`config.mk`:
```
export PLATFORM = sky130hd
export DESIGN_NAME = pipe_skid_stage
export DESIGN_NICKNAME = d
export VERILOG_FILES = /design/src/rtl/pipe_skid_stage_pkg.sv /design/src/rtl/pipe_skid_fsm.sv /design/src/rtl/pipe_skid_stage.sv
export SDC_FILE = /design/constraint.sdc
export NUM_CORES = 1
export LEC_CHECK = 0
export ABC_AREA = 1
export CAP_MARGIN = 20
export CORE_MARGIN = 3
export CORE_UTILIZATION = 35
export CTS_BUF_LIST = sky130_fd_sc_hd__clkbuf_4 sky130_fd_sc_hd__clkbuf_8
export DETAILED_ROUTE_END_ITERATION = 8
export GPL_TIMING_DRIVEN = 0
export PLACE_DENSITY_LB_ADDON = 0.25
export SLEW_MARGIN = 20
export SYNTH_ARGS = -nofsm -noshare
export SYNTH_HDL_FRONTEND = slang
export SYNTH_SLANG_ARGS = --single-unit
```
`constraint.sdc`:
```
create_clock -name clk -period 1.6 [get_ports clk]
set_input_delay 0.16 -clock clk [delete_from_list [all_inputs] [get_ports clk]]
set_output_delay 0.16 -clock clk [all_outputs]
set_load 0.05 [all_outputs]
```
`src/rtl/pipe_skid_stage_pkg.sv`:
```
// Shared state/source encodings for pipe_skid_stage.
// Build option: define PIPE_SKID_EN to enable the second (skid) entry.
package pipe_skid_stage_pkg;

   localparam logic [31:0] INST_NOP = 32'h0000_0013;

   typedef enum logic [1:0] {
      PSS_EMPTY = 2'd0,
      PSS_BUSY  = 2'd1,
      PSS_FULL  = 2'd2
   } pss_state_e;

   // What an entry loads when its load enable is high.
   typedef enum logic [1:0] {
      SRC_NOP  = 2'd0,
      SRC_IN   = 2'd1,
      SRC_SKID = 2'd2
   } pss_src_e;

   function automatic logic [1:0] pssOcc(input logic [1:0] st);
      logic [1:0] occ;
      occ = 2'd0;
      if (st == PSS_BUSY) occ = 2'd1;
      if (st == PSS_FULL) occ = 2'd2;
      return occ;
   endfunction

endpackage

```
`src/rtl/pipe_skid_fsm.sv`:
```
// Handshake/control FSM for pipe_skid_stage: state, ready/valid and entry load controls.
// Build option: PIPE_SKID_EN adds the FULL state and the skid-entry controls.
module pipe_skid_fsm
   import pipe_skid_stage_pkg::*;
(
   input  logic       clk,
   input  logic       rstn,
   input  logic       s_valid_i,
   input  logic       m_ready_i,
   input  logic       hold_i,
   input  logic       flush_i,
   output logic [1:0] state_o,
   output logic       s_ready_o,
   output logic       m_valid_o,
   output logic       main_le_o,
   output logic [1:0] main_sel_o
`ifdef PIPE_SKID_EN
   ,
   output logic       skid_le_o,
   output logic [1:0] skid_sel_o
`endif
);

   pss_state_e r_state;
   pss_state_e w_stateNext;
   logic       w_acc;
   logic       w_drn;
   logic       w_sReady;
   logic       w_mValid;
   logic       w_mainLe;
   pss_src_e   w_mainSel;
`ifdef PIPE_SKID_EN
   logic       w_skidLe;
   pss_src_e   w_skidSel;
`endif

   always_ff @(posedge clk) begin
      if (!rstn) r_state <= PSS_EMPTY;
      else       r_state <= w_stateNext;
   end

   assign w_mValid = (r_state != PSS_EMPTY);
`ifdef PIPE_SKID_EN
   assign w_sReady = (r_state != PSS_FULL) & ~hold_i & ~flush_i;
`else
   // Single entry: can only refill in the same cycle the current word leaves.
   assign w_sReady = (~w_mValid | m_ready_i) & ~hold_i & ~flush_i;
`endif
   assign w_acc = s_valid_i & w_sReady;
   assign w_drn = w_mValid & m_ready_i & ~hold_i;

   // Flush beats hold; hold freezes everything; otherwise move per state.
   always_comb begin
      w_stateNext = r_state;
      w_mainLe    = 1'b0;
      w_mainSel   = SRC_NOP;
`ifdef PIPE_SKID_EN
      w_skidLe    = 1'b0;
      w_skidSel   = SRC_NOP;
`endif
      if (flush_i) begin
         w_stateNext = PSS_EMPTY;
         w_mainLe    = 1'b1;
`ifdef PIPE_SKID_EN
         w_skidLe    = 1'b1;
`endif
      end else if (!hold_i) begin
         case (r_state)
            PSS_EMPTY: begin
               if (w_acc) begin
                  w_stateNext = PSS_BUSY;
                  w_mainLe    = 1'b1;
                  w_mainSel   = SRC_IN;
               end
            end
            PSS_BUSY: begin
               if (w_acc && w_drn) begin
                  w_mainLe  = 1'b1;
                  w_mainSel = SRC_IN;
               end
`ifdef PIPE_SKID_EN
               else if (w_acc) begin
                  w_stateNext = PSS_FULL;
                  w_skidLe    = 1'b1;
                  w_skidSel   = SRC_IN;
               end
`endif
               else if (w_drn) begin
                  w_stateNext = PSS_EMPTY;
                  w_mainLe    = 1'b1;
               end
            end
`ifdef PIPE_SKID_EN
            PSS_FULL: begin
               if (w_drn) begin
                  w_stateNext = PSS_BUSY;
                  w_mainLe    = 1'b1;
                  w_mainSel   = SRC_SKID;
                  w_skidLe    = 1'b1;
               end
            end
`endif
            default: begin
               w_stateNext = PSS_EMPTY;
               w_mainLe    = 1'b1;
            end
         endcase
      end
   end

   assign state_o    = r_state;
   assign s_ready_o  = w_sReady;
   assign m_valid_o  = w_mValid;
   assign main_le_o  = w_mainLe;
   assign main_sel_o = w_mainSel;
`ifdef PIPE_SKID_EN
   assign skid_le_o  = w_skidLe;
   assign skid_sel_o = w_skidSel;
`endif

endmodule

```
`src/rtl/pipe_skid_stage.sv`:
```
// Valid/ready pipeline stage with ctrl hold/flush and NOP bubble insertion.
// Build option: PIPE_SKID_EN adds a skid entry so s_ready_o no longer depends on m_ready_i.
module pipe_skid_stage
   import pipe_skid_stage_pkg::*;
#(
   parameter int            DW      = 32,
   parameter logic [DW-1:0] NOP_VAL = DW'(INST_NOP)
) (
   input  logic          clk,
   input  logic          rstn,
   input  logic          s_valid_i,
   output logic          s_ready_o,
   input  logic [DW-1:0] s_data_i,
   output logic          m_valid_o,
   input  logic          m_ready_i,
   output logic [DW-1:0] m_data_o,
   input  logic          hold_i,
   input  logic          flush_i,
   output logic [1:0]    occ_o
);

   logic [DW-1:0] r_main;
   logic [1:0]    w_state;
   logic          w_mValid;
   logic          w_mainLe;
   logic [1:0]    w_mainSel;
`ifdef PIPE_SKID_EN
   logic [DW-1:0] r_skid;
   logic          w_skidLe;
   logic [1:0]    w_skidSel;
`endif

   pipe_skid_fsm u_fsm (
      .clk        (clk),
      .rstn       (rstn),
      .s_valid_i  (s_valid_i),
      .m_ready_i  (m_ready_i),
      .hold_i     (hold_i),
      .flush_i    (flush_i),
      .state_o    (w_state),
      .s_ready_o  (s_ready_o),
      .m_valid_o  (w_mValid),
      .main_le_o  (w_mainLe),
      .main_sel_o (w_mainSel)
`ifdef PIPE_SKID_EN
      ,
      .skid_le_o  (w_skidLe),
      .skid_sel_o (w_skidSel)
`endif
   );

   always_ff @(posedge clk) begin
      if (!rstn) begin
         r_main <= NOP_VAL;
      end else if (w_mainLe) begin
         case (w_mainSel)
            SRC_IN:   r_main <= s_data_i;
`ifdef PIPE_SKID_EN
            SRC_SKID: r_main <= r_skid;
`endif
            default:  r_main <= NOP_VAL;
         endcase
      end
   end

`ifdef PIPE_SKID_EN
   always_ff @(posedge clk) begin
      if (!rstn) begin
         r_skid <= NOP_VAL;
      end else if (w_skidLe) begin
         if (w_skidSel == SRC_IN) r_skid <= s_data_i;
         else                     r_skid <= NOP_VAL;
      end
   end
`endif

   assign m_valid_o = w_mValid;
   assign m_data_o  = w_mValid ? r_main : NOP_VAL;
   assign occ_o     = pssOcc(w_state);

endmodule

```
==> flow_summary.ini <==
[cts]
cts_tree = built
clkTransAtPathRegs_ns = 0.07
cts_buffers = 5
cts_sinks = 33
postCtsHoldBufs = 0
cts_buffer_depth = 2
cts-root-buf = clkbuf_8
ctsHtreeMaxLevel = 2
insertion_delay_ns = 0.28

[critical_path]
crit_family = buffers and inverters
crit_required_ns = 1.44
slowest_stage = dfxtp_2
endpoint_kind = output port
crit_path_cell_trace = clkbuf_4, nand2_1, inv_1, clkdlybuf4s18_2
path_max_fanout = 10
worstPathArrival_ns = 1.40
worst_setup_path_start_kind = flop
cpPeakStageDelay_ns = 0.40
critical_path_class = flop to output port
crit_buf_inv = 3

[die]
start_util_pct = 37.0
ios = 74
dieArea_um2 = 6470
placementRows = 26
coreArea_um2 = 5240
dieWidth_um = 80.4
die_y_um = 80.4

[route]
drc = 0
ant_nets = 0
vias_per_cell = 4.21
drtIter0Drc = 78
routed_wl_mm = 4.96
firstDrtPassIters = 4
vias = 2101
wl_per_cell_um = 9.94

[sta]
fin_crit_ns = 1.56
rsz0062_at_grt = no
worst_pin_slew_ns = 0.503
fmax_mhz = 640
min_period_over_period_pct = 97.7
slew_headroom_pct = 66.5
fin_worst_skew_ns = 0.00438
hold_viol_final = 0
setup_violations = 0
hold_slack_ns = 0.209
report.final.slew_viol_count = 0

[final_layout]
fillCellCount = 568
diodes = 0
num-nets-final = 466
syn_to_final_growth_pct = 41.5
drive_above_1_share_pct = 14.9
regArea_um2 = 662
multi_input_area_um2 = 815

[pwr]
power.leakage_nw = 1.63
power_frac_seq_pct = 46.3
powerDensity_nw_per_um2 = 704
p_sw_share_pct = 27.1
power_mw = 1.93
power_switching_mw = 0.523
combPwrFrac_pct = 19.6
irDropWorstVdd_uv = 419
p_clk_share_pct = 34.0
power.internal_mw = 1.41

[global_route]
grt_pass1_vias = 1824
antenna_found_initial = 0
grt_max_degree = 11
grt_util_all_layers_pct = 16.0
grt_pass1_wl_mm = 8.23
grt-ovfl-total = 0

[hold_path]
hold_path_class = primary input to flop

[flow_run]
max-cap-violations = 0

[synthesis]
postSynthAreaPerCell_um2 = 5.54
synth_fp_nets = 388
synth_cell_types = 17
syn_area_um2 = 1940
synthCells = 350
yosys_warnings = 0
ys_ff_latch = 33
synth-seq-area-share_pct = 34.1

[placed_design]
dp_hpwl_mm = 3.65
io_buffer_count = 71
place.gp.congestion = 0.784

[status]
status = finished clean
## power groups by stage
stage	sequential, mW	combinational [mW]	clock [mW]
finish	0.895	0.379	0.657
global route	0.899	0.430	0.698
global placement	0.910	0.378	0
detailed placement	0.913	0.384	0
CTS	0.895	0.384	0.675
floorplan	0.909	0.238	0
## cell usage in the layout (no fill, tap or decap)
cell type        netlist  final
conb_1                 1      1
buf_2                  7     28
nand2_2                1      1
dfxtp_2                0      1
nand3_1               32     32
clkdlybuf4s50_1        0     36
dlygate4sd2_1          0      2
buf_1                  4      4
nand4_1                1      1
or2_2                  3      3
inv_2                  3      3
clkbuf_4               0      6
nand2_1               69     69
nand3_2                1      1
inv_1                 93     93
a21oi_1                1      1
clkbuf_1               6      3
dfxtp_1               33     32
clkdlybuf4s18_2        0      4
nor2_1                88     88
o21ai_0                3      3
clkbuf_8               0      5
clkdlybuf4s15_2        0      8
buf_4                  4      4
## per-layer routing
layer	share of wire [%]	track usage, %	vias up
li1	-	-	1130
met1	45	19.8	894
met2	46	26.9	69
met3	7.8	4.71	8
met4	1.4	4.56	0
met5	0	0	-
## worst paths after layout
kind	startpoint	end	slack [ns]	cells after the start
max	u_fsm.state_o[0]$_SDFFE_PP0P_	m_data_o[13]	0.04	4
min	rstn	r_main[4]$_SDFFE_PN1P_	0.21	4
max reg2reg	u_fsm.state_o[0]$_SDFFE_PP0P_	r_main[18]$_SDFFE_PN0P_	0.17	9
min reg2reg	r_main[14]$_SDFFE_PN0P_	r_main[14]$_SDFFE_PN0P_	0.54	4
## worst reg2reg max path, stage by stage, from the launching register on
cell,delay [ns]
dfxtp_2,0.40
inv_2,0.07
nand2_1,0.07
nand3_2,0.12
nand2_2,0.12
inv_2,0.04
buf_4,0.17
buf_4,0.18
nor2_1,0.11
nor2_1,0.04
## what timing repair did
item,CTS,global route
resized for setup,114,39
endpoints found under the setup margin,35,21
setup buffers,0,0
## synth_stat cells (all sizes together)
cell	number	share of area, %
conb	1	0.19
clkbuf	6	1.2
buf	15	4.1
o21ai	3	0.77
a21oi	1	0.26
nand2	70	14
dfxtp	33	34
nand4	1	0.32
nor2	88	17
or2	3	0.97
nand3	33	8.8
inv	96	19
## final cells by class
cell class | count | area share [%]
clock buffer | 8 | 3.33
tap | 70 | 3.19
sequential | 33 | 24.1
timing repair buffer | 71 | 22.4
buffer | 21 | 4.15
inverter | 96 | 13.1
multi-input combinational | 200 | 29.7
## registers in the layout (all words and copies together), names as in the netlist
register / cells
u_fsm.state_o: 1
r_main: 32
## cell families (layout without fill, tap and decap cells)
group           Yosys count  in the layout  synth area share, %
simple gates            195            195                 40.8
compound gates            4              4                 1.03
flops                    33             33                 34.1
buf+inv                 117            196                 23.9
other cells               1              1                0.193
## per-stage QoR
step	utilization [%]	instance area, µm²	setup WS, ns	instances	setup TNS (ns)
after floorplan	-	1940	0.155	350	0
after global placement	52.3	2740	-0.351	491	-9.89
after detailed placement	52.3	2740	-0.357	491	-10.18
after CTS	54.7	2860	0.0161	499	0
after global routing	52.4	2740	0.000393	499	0
final	52.4	2740	0.0370	499	0
No activity file was read; power rests on OpenSTA's default activity.
